$ cat config.mk
export PLATFORM = sky130hd
export DESIGN_NAME = id_ex_stage_flat
export DESIGN_NICKNAME = d
export VERILOG_FILES = /design/src/rtl/mips_pkg.sv /design/src/rtl/id_ex_stage_if.sv /design/src/rtl/hazard_unit.sv /design/src/rtl/id_ex_stage.sv /design/src/flat_wrapper.sv
export SDC_FILE = /design/constraint.sdc
export NUM_CORES = 1
export LEC_CHECK = 0
export CORE_AREA = 2 2 141 143
export CTS_CLUSTER_SIZE = 28
export DETAILED_ROUTE_END_ITERATION = 6
export DIE_AREA = 0 0 143 145
export MAX_ROUTING_LAYER = met4
export PLACE_DENSITY = 0.72
export SLEW_MARGIN = 20
export SYNTH_ARGS = -nofsm -noshare
export SYNTH_HDL_FRONTEND = slang
export SYNTH_SLANG_ARGS = --single-unit
$ cat constraint.sdc
create_clock -name clk -period 2.4 [get_ports clk]
set_input_delay 0.24 -clock clk [delete_from_list [all_inputs] [get_ports clk]]
set_output_delay 0.24 -clock clk [all_outputs]
set_load 0.05 [all_outputs]
$ cat src/rtl/mips_pkg.sv
// rtl/mips_pkg.sv - shared control-bundle layout and ALU operation encodings
package mips_pkg;

    localparam int CTRL_W = 9;

    // Bit positions inside the 9-bit control bundle
    localparam int CTRL_REG_WRITE  = 8;
    localparam int CTRL_MEM_READ   = 7;
    localparam int CTRL_MEM_WRITE  = 6;
    localparam int CTRL_MEM_TO_REG = 5;
    localparam int CTRL_ALU_SRC    = 4;
    localparam int CTRL_REG_DST    = 3;
    localparam int CTRL_ALU_OP_LSB = 0;

    typedef enum logic [2:0] {
        ALU_ADD   = 3'd0,
        ALU_SUB   = 3'd1,
        ALU_AND   = 3'd2,
        ALU_OR    = 3'd3,
        ALU_SLT   = 3'd4,
        ALU_RTYPE = 3'd5,
        ALU_LUI   = 3'd6,
        ALU_XOR   = 3'd7
    } alu_op_e;

    typedef struct packed {
        logic    reg_write;
        logic    mem_read;
        logic    mem_write;
        logic    mem_to_reg;
        logic    alu_src;
        logic    reg_dst;
        alu_op_e alu_op;
    } ctrl_t;

    localparam ctrl_t CTRL_BUBBLE = '0;

endpackage

$ cat src/rtl/id_ex_stage_if.sv
// rtl/id_ex_stage_if.sv - ID/EX stage bus: decoded inputs, write-back bus, EX outputs
interface id_ex_stage_if
    import mips_pkg::*;
#(
    parameter int DATA_W = 32,
    parameter int REG_AW = 5
);
    logic [DATA_W-1:0] data1;
    logic [DATA_W-1:0] data2;
    logic [REG_AW-1:0] id_rs;
    logic [REG_AW-1:0] id_rt;
    logic [REG_AW-1:0] id_rd;
    logic [DATA_W-1:0] id_imm;
    logic [DATA_W-1:0] id_pc4;
    logic [CTRL_W-1:0] id_ctrl;
    logic              wb_regWrite;
    logic [REG_AW-1:0] wb_writeReg;
    logic [DATA_W-1:0] wb_writeData;
    logic              flush;

    logic [DATA_W-1:0] ex_a;
    logic [DATA_W-1:0] ex_b;
    logic [DATA_W-1:0] ex_imm;
    logic [DATA_W-1:0] ex_pc4;
    logic [REG_AW-1:0] ex_rs;
    logic [REG_AW-1:0] ex_rt;
    logic [REG_AW-1:0] ex_rd;
    logic [CTRL_W-1:0] ex_ctrl;
    logic              ex_valid;
    logic              stall;
    logic [15:0]       stall_cnt;

    modport master (
        output data1, data2, id_rs, id_rt, id_rd, id_imm, id_pc4, id_ctrl,
               wb_regWrite, wb_writeReg, wb_writeData, flush,
        input  ex_a, ex_b, ex_imm, ex_pc4, ex_rs, ex_rt, ex_rd, ex_ctrl,
               ex_valid, stall, stall_cnt
    );

    modport slave (
        input  data1, data2, id_rs, id_rt, id_rd, id_imm, id_pc4, id_ctrl,
               wb_regWrite, wb_writeReg, wb_writeData, flush,
        output ex_a, ex_b, ex_imm, ex_pc4, ex_rs, ex_rt, ex_rd, ex_ctrl,
               ex_valid, stall, stall_cnt
    );

endinterface

$ cat src/rtl/hazard_unit.sv
// rtl/hazard_unit.sv - load-use hazard detection between EX and ID
module hazard_unit #(
    parameter int REG_AW = 5
) (
    input  logic              ex_mem_read,
    input  logic              ex_valid,
    input  logic [REG_AW-1:0] ex_rt,
    input  logic [REG_AW-1:0] id_rs,
    input  logic [REG_AW-1:0] id_rt,
    output logic              stall
);

    // A valid load in EX whose destination is read by ID must wait one cycle; r0 never hazards
    always_comb begin
        stall = ex_mem_read && ex_valid && (ex_rt != '0) &&
                ((ex_rt == id_rs) || (ex_rt == id_rt));
    end

endmodule

$ cat src/rtl/id_ex_stage.sv
// rtl/id_ex_stage.sv - ID/EX pipeline register with write-back bypass and bubble insertion
module id_ex_stage
    import mips_pkg::*;
#(
    parameter int DATA_W = 32,
    parameter int REG_AW = 5
) (
    input  logic          clk,
    input  logic          reset,
    id_ex_stage_if.slave  bus
);

    logic [DATA_W-1:0] ex_a_q;
    logic [DATA_W-1:0] ex_b_q;
    logic [DATA_W-1:0] ex_imm_q;
    logic [DATA_W-1:0] ex_pc4_q;
    logic [REG_AW-1:0] ex_rs_q;
    logic [REG_AW-1:0] ex_rt_q;
    logic [REG_AW-1:0] ex_rd_q;
    ctrl_t             ex_ctrl_q;
    logic              ex_valid_q;
    logic [15:0]       stall_cnt_q;

    logic              stall;
    logic              bubble;
    logic [DATA_W-1:0] a_byp;
    logic [DATA_W-1:0] b_byp;

    hazard_unit #(
        .REG_AW (REG_AW)
    ) u_hazard (
        .ex_mem_read (ex_ctrl_q.mem_read),
        .ex_valid    (ex_valid_q),
        .ex_rt       (ex_rt_q),
        .id_rs       (bus.id_rs),
        .id_rt       (bus.id_rt),
        .stall       (stall)
    );

    // Register file is written at the same edge we read it, so take the write-back value directly
    always_comb begin
        a_byp = bus.data1;
        b_byp = bus.data2;
        if (bus.wb_regWrite && (bus.wb_writeReg != '0) && (bus.wb_writeReg == bus.id_rs)) begin
            a_byp = bus.wb_writeData;
        end
        if (bus.wb_regWrite && (bus.wb_writeReg != '0) && (bus.wb_writeReg == bus.id_rt)) begin
            b_byp = bus.wb_writeData;
        end
        bubble = bus.flush || stall;
    end

    // EX pipeline registers: flush or stall load an all-zero bubble, otherwise capture ID
    always_ff @(posedge clk or negedge reset) begin
        if (!reset) begin
            ex_a_q     <= '0;
            ex_b_q     <= '0;
            ex_imm_q   <= '0;
            ex_pc4_q   <= '0;
            ex_rs_q    <= '0;
            ex_rt_q    <= '0;
            ex_rd_q    <= '0;
            ex_ctrl_q  <= CTRL_BUBBLE;
            ex_valid_q <= 1'b0;
        end else if (bubble) begin
            ex_a_q     <= '0;
            ex_b_q     <= '0;
            ex_imm_q   <= '0;
            ex_pc4_q   <= '0;
            ex_rs_q    <= '0;
            ex_rt_q    <= '0;
            ex_rd_q    <= '0;
            ex_ctrl_q  <= CTRL_BUBBLE;
            ex_valid_q <= 1'b0;
        end else begin
            ex_a_q     <= a_byp;
            ex_b_q     <= b_byp;
            ex_imm_q   <= bus.id_imm;
            ex_pc4_q   <= bus.id_pc4;
            ex_rs_q    <= bus.id_rs;
            ex_rt_q    <= bus.id_rt;
            ex_rd_q    <= bus.id_rd;
            ex_ctrl_q  <= ctrl_t'(bus.id_ctrl);
            ex_valid_q <= 1'b1;
        end
    end

    // Count hazard bubbles only; a flush owns the cycle, and the count saturates
    always_ff @(posedge clk or negedge reset) begin
        if (!reset) begin
            stall_cnt_q <= '0;
        end else if (!bus.flush && stall && (stall_cnt_q != 16'hFFFF)) begin
            stall_cnt_q <= stall_cnt_q + 16'd1;
        end
    end

    assign bus.ex_a      = ex_a_q;
    assign bus.ex_b      = ex_b_q;
    assign bus.ex_imm    = ex_imm_q;
    assign bus.ex_pc4    = ex_pc4_q;
    assign bus.ex_rs     = ex_rs_q;
    assign bus.ex_rt     = ex_rt_q;
    assign bus.ex_rd     = ex_rd_q;
    assign bus.ex_ctrl   = ex_ctrl_q;
    assign bus.ex_valid  = ex_valid_q;
    assign bus.stall     = stall;
    assign bus.stall_cnt = stall_cnt_q;

endmodule
$ cat src/flat_wrapper.sv
// flat-port wrapper written by rule: the top's interface ports become plain ports
module id_ex_stage_flat import mips_pkg::*;
#(
    parameter int DATA_W = 32,
    parameter int REG_AW = 5
)
  (clk, reset, bus_data1, bus_data2, bus_id_rs, bus_id_rt, bus_id_rd, bus_id_imm, bus_id_pc4, bus_id_ctrl, bus_wb_regWrite, bus_wb_writeReg, bus_wb_writeData, bus_flush, bus_ex_a, bus_ex_b, bus_ex_imm, bus_ex_pc4, bus_ex_rs, bus_ex_rt, bus_ex_rd, bus_ex_ctrl, bus_ex_valid, bus_stall, bus_stall_cnt);
  id_ex_stage_if #(.DATA_W(DATA_W), .REG_AW(REG_AW)) bus_i ();
  input  logic clk;
  input  logic reset;
  input wire logic [$bits(bus_i.data1)-1:0] bus_data1;
  input wire logic [$bits(bus_i.data2)-1:0] bus_data2;
  input wire logic [$bits(bus_i.id_rs)-1:0] bus_id_rs;
  input wire logic [$bits(bus_i.id_rt)-1:0] bus_id_rt;
  input wire logic [$bits(bus_i.id_rd)-1:0] bus_id_rd;
  input wire logic [$bits(bus_i.id_imm)-1:0] bus_id_imm;
  input wire logic [$bits(bus_i.id_pc4)-1:0] bus_id_pc4;
  input wire logic [$bits(bus_i.id_ctrl)-1:0] bus_id_ctrl;
  input wire logic [$bits(bus_i.wb_regWrite)-1:0] bus_wb_regWrite;
  input wire logic [$bits(bus_i.wb_writeReg)-1:0] bus_wb_writeReg;
  input wire logic [$bits(bus_i.wb_writeData)-1:0] bus_wb_writeData;
  input wire logic [$bits(bus_i.flush)-1:0] bus_flush;
  output wire logic [$bits(bus_i.ex_a)-1:0] bus_ex_a;
  output wire logic [$bits(bus_i.ex_b)-1:0] bus_ex_b;
  output wire logic [$bits(bus_i.ex_imm)-1:0] bus_ex_imm;
  output wire logic [$bits(bus_i.ex_pc4)-1:0] bus_ex_pc4;
  output wire logic [$bits(bus_i.ex_rs)-1:0] bus_ex_rs;
  output wire logic [$bits(bus_i.ex_rt)-1:0] bus_ex_rt;
  output wire logic [$bits(bus_i.ex_rd)-1:0] bus_ex_rd;
  output wire logic [$bits(bus_i.ex_ctrl)-1:0] bus_ex_ctrl;
  output wire logic [$bits(bus_i.ex_valid)-1:0] bus_ex_valid;
  output wire logic [$bits(bus_i.stall)-1:0] bus_stall;
  output wire logic [$bits(bus_i.stall_cnt)-1:0] bus_stall_cnt;
  assign bus_i.data1 = bus_data1;
  assign bus_i.data2 = bus_data2;
  assign bus_i.id_rs = bus_id_rs;
  assign bus_i.id_rt = bus_id_rt;
  assign bus_i.id_rd = bus_id_rd;
  assign bus_i.id_imm = bus_id_imm;
  assign bus_i.id_pc4 = bus_id_pc4;
  assign bus_i.id_ctrl = bus_id_ctrl;
  assign bus_i.wb_regWrite = bus_wb_regWrite;
  assign bus_i.wb_writeReg = bus_wb_writeReg;
  assign bus_i.wb_writeData = bus_wb_writeData;
  assign bus_i.flush = bus_flush;
  assign bus_ex_a = bus_i.ex_a;
  assign bus_ex_b = bus_i.ex_b;
  assign bus_ex_imm = bus_i.ex_imm;
  assign bus_ex_pc4 = bus_i.ex_pc4;
  assign bus_ex_rs = bus_i.ex_rs;
  assign bus_ex_rt = bus_i.ex_rt;
  assign bus_ex_rd = bus_i.ex_rd;
  assign bus_ex_ctrl = bus_i.ex_ctrl;
  assign bus_ex_valid = bus_i.ex_valid;
  assign bus_stall = bus_i.stall;
  assign bus_stall_cnt = bus_i.stall_cnt;
  id_ex_stage #(.DATA_W(DATA_W), .REG_AW(REG_AW)) u_core (.clk(clk), .reset(reset), .bus(bus_i));
endmodule
==> results.md <==
- Result of the run: completed
- Data required, critical path: 2160 ps
- Initial antenna violation count: 1
- Count of cell types in the netlist: 32
- Crit start category: flop
- Peak per-stage delay on the critical path: 560 ps
- Detailed placement HPWL: 15.4 mm
- Clock tree buffer depth: 2
- Post-Place Worst Slack: -199 ps
- Internal power summed over all cells: 0.00531 W
- Ys async rst share: 100%
- Final worst slack: 123 ps
- Pre-antenna DRT Iters: 4
- Post-route DRC violation count: 0
- Synth Flop Type: dfrtp_1
- Synth-to-layout area growth: 71.1%
- Clock network latency to the later pin of the worst-skew pair: 430 ps
- CP bufs+invs: 1
- Ratio of total power to cell area: 662 nW/um^2
- Final antenna-violating net count: 0
- Number of hold-slack violations in the final timing report: 0
- DR vias/cell: 4.37
- I/O pins: 363
- Die X: 143 um
- Postcts setup bufs: 0
- Ratio of cells with drive above 1 in the final layout: 7.06%
- Dominant combinational cell family by area after synthesis: simple AND/OR/NAND/NOR gates
- Cell-by-cell listing of the critical path: or4_4 > o211ai_4 > nor2_1 > buf_12
- Number of enable-type register cells in the synthesized netlist: 0
- Maximum clock skew at final layout: 13.2 ps
- Dominant delay contributor by cell family on the critical path: simple AND/OR/NAND/NOR gates
- Worst slew margin relative to its limit: 45.9%
- Routed WL: 19.9 mm
- Cell type with the largest total area after synthesis: dfrtp_1
- Number of max-capacitance violations reported: 0
- TNS Setup: 0 ps
- Proportion of synthesized area in mux cells: 9.95%
- Area of all placed cells without fillers: 11200 um^2
- Total clock buffers created by CTS: 17
- CTS root buffer: clkbuf_16
- Number of I/O port buffers: 362
- # placed instances: 1126
- Die Y: 145 um
- Number of violations reported at the end of detailed-routing iteration 0: 165
- Area fraction in compound gates after synthesis: 1.22%
- Mean cell area of the mapped netlist: 13.1 um^2
- Classification of the worst setup path: flop to output pin
- Std cell rows: 51
- Pin count of the biggest net entering global routing: 72
- Clock tree from TritonCTS: done
- Number of standard cells in the final layout excluding fillers: 1158
- Overall Global Routing Usage: 20.0%
- Slowest stage cell, crit path: or4_4
- Placeable core area: 19200 um^2
- Static power due to leakage: 4.67 nW
- Via total after detailed routing: 5065
- Global-route wire length before repair: 30.5 mm
- Number of warnings printed during yosys synthesis: 0
- Largest cells by area after synthesis: dfrtp_1, mux2i_1, and2_1
- Post-Synthesis Cells: 502
- Initial Utilization: 34.1%
- Via count of the first global-routing pass: 5341
- Most repeated cell in the gate-level netlist after synthesis: dfrtp_1
- Part of the power in registers: 41.0%
- Adder-cell area share of the yosys netlist: 0.191%
- Number of pins with negative max-slew slack in the final report: 0
- Upper clock frequency limit: 0.439 GHz
- Commonest cells in the synthesized netlist: dfrtp_1, and2_1, nor2_1
- Post-synth top area share: 64.6%
- Transition at the pin with the smallest max-transition slack: 806 ps
- Final critical path time including I/O delays and setup: 2280 ps
- Total Nets Final: 1075
- Placed Instance Area: 10600 um^2
- Hold-fix buffers at CTS: 1
- H-tree level count: 4
- GPL Wtd Cong: 0.852
- VDD IR-drop max: 0.455 mV
- Combinational share of power: 20.4%
- Post-Syn Nets: 696
- Sequential cell area fraction in the yosys report: 64.6%
- Combined area of all synthesized cells: 6550 um^2
- CTS sink count: 169
- CTS clock-pin slew for the worst setup and hold paths: 70 ps
- Crit-path max FO: 6
- Area share of xor/xnor cells in the synthesized design: 4.68%
- Type of the tightest min-delay check: input pin to asynchronous set/reset pin
- Endpoint arrival time on the critical path: 2040 ps
- CP endpoint kind: output pin
- Number of resized instances in the post-cts repair step: 0
- Mean routed wirelength per cell: 17.2 um
- Setup repair after global routing missed its margin: false
- Switching share of total power: 28.5%
- Area share of and/or/nand/nor cells after synthesis: 16.4%
- Clock network fraction of total power: 38.6%
- Switching component of the power: 0.00212 W
- Final Setup Violations: 0
- Share of the clock period used by the worst path: 94.9%
- Sum of overflow across all layers after global routing: 0
- Die Footprint: 20700 um^2
- Number of synthesized register bits: 169
## power by group through the flow
stage                     Sequential, W  Clock (W)  Combinational [W]
after CTS                       0.00304    0.00295            0.00153
after floorplan                 0.00362          0           0.000233
after global routing            0.00306    0.00305            0.00160
after detailed placement        0.00310          0            0.00153
final                           0.00304    0.00286            0.00152
after global placement          0.00309          0            0.00152
## worst paths after layout
path / startpoint / end / slack [ps] / cells past startpoint
setup / recovery: u_core.bus.ex_rt[2]$_DFF_PN0_ / bus_stall / 120 / 4
hold / removal: reset / u_core.bus.stall_cnt[0]$_DFFE_PN0P_ / 310 / 2
setup reg to reg: u_core.bus.ex_rt[2]$_DFF_PN0_ / u_core.bus.ex_pc4[13]$_DFF_PN0_ / 370 / 6
hold reg to reg: u_core.bus.stall_cnt[15]$_DFFE_PN0P_ / u_core.bus.stall_cnt[15]$_DFFE_PN0P_ / 510 / 1
max in group asynchronous: reset / u_core.bus.ex_imm[23]$_DFF_PN0_ / 1390 / 3
min in group clk: bus_id_imm[10] / u_core.bus.ex_imm[10]$_DFF_PN0_ / 370 / 2
## metal layers
layer	part of all wire, %	global-route usage (%)	vias to the layer above
met1	37	21.7	2385
met4	2.2	6.58	0
met2	51	33.9	249
met3	9.3	7.36	32
met5	0	-	-
li1	-	-	2399
## cell usage in the layout (no fill, tap or decap), drive strengths merged
master / instances
nor4: 2
or3: 1
bufinv: 3
o32ai: 1
mux2: 1
clkinvlp: 3
ha: 1
o211ai: 1
inv: 8
or4: 2
diode: 1
clkbuf: 17
and2: 88
a211oi: 1
and4: 2
dlygate4sd3: 1
and3: 5
xor2: 6
nand4: 11
o32a: 1
or4b: 1
nand2: 6
clkinv: 2
mux2i: 64
clkdlybuf4s50: 360
nor2: 69
o21bai: 1
xnor2: 29
buf: 24
a31oi: 1
o21ai: 1
nand3: 10
dfrtp: 169
## logic make-up (layout without fill, tap and decap cells)
group / count (synthesis) / count (layout)
other cells: 0 / 1
fa+ha+maj: 1 / 1
simple gates: 197 / 197
flops: 169 / 169
buf+inv: 28 / 418
compound gates: 7 / 7
mux: 65 / 65
xor+xnor: 35 / 35
## through the flow
| step | util, % | hold slack, ps | total power (W) |
|---|---|---|---|
| after floorplan | - | -55.6 | 0.00385 |
| after global placement | 55.1 | 191 | 0.00461 |
| after detailed placement | 55.1 | 192 | 0.00463 |
| after CTS | 58.3 | 301 | 0.00753 |
| after global routing | 58.4 | 346 | 0.00771 |
| final | 58.4 | 308 | 0.00742 |
## sequential cells by signal, summed over array words and instances, names as in the netlist
signal / count
u_core.bus.ex_b: 32
u_core.bus.ex_rd: 5
u_core.bus.ex_ctrl: 9
u_core.bus.stall_cnt: 16
u_core.bus.ex_rs: 5
u_core.bus.ex_valid: 1
u_core.bus.ex_imm: 32
u_core.bus.ex_rt: 5
u_core.bus.ex_pc4: 32
u_core.bus.ex_a: 32
## layout make-up
type	count	area, um^2
repair buffers	385	3880
well taps	265	332
clock buffers	17	425
diodes	1	2.50
multi-input cells	305	2140
clock inverters	13	186
fillers	1596	8000
flip-flops and latches	169	4230
inverters	3	12.5
(Power assumes the default switching activity.)
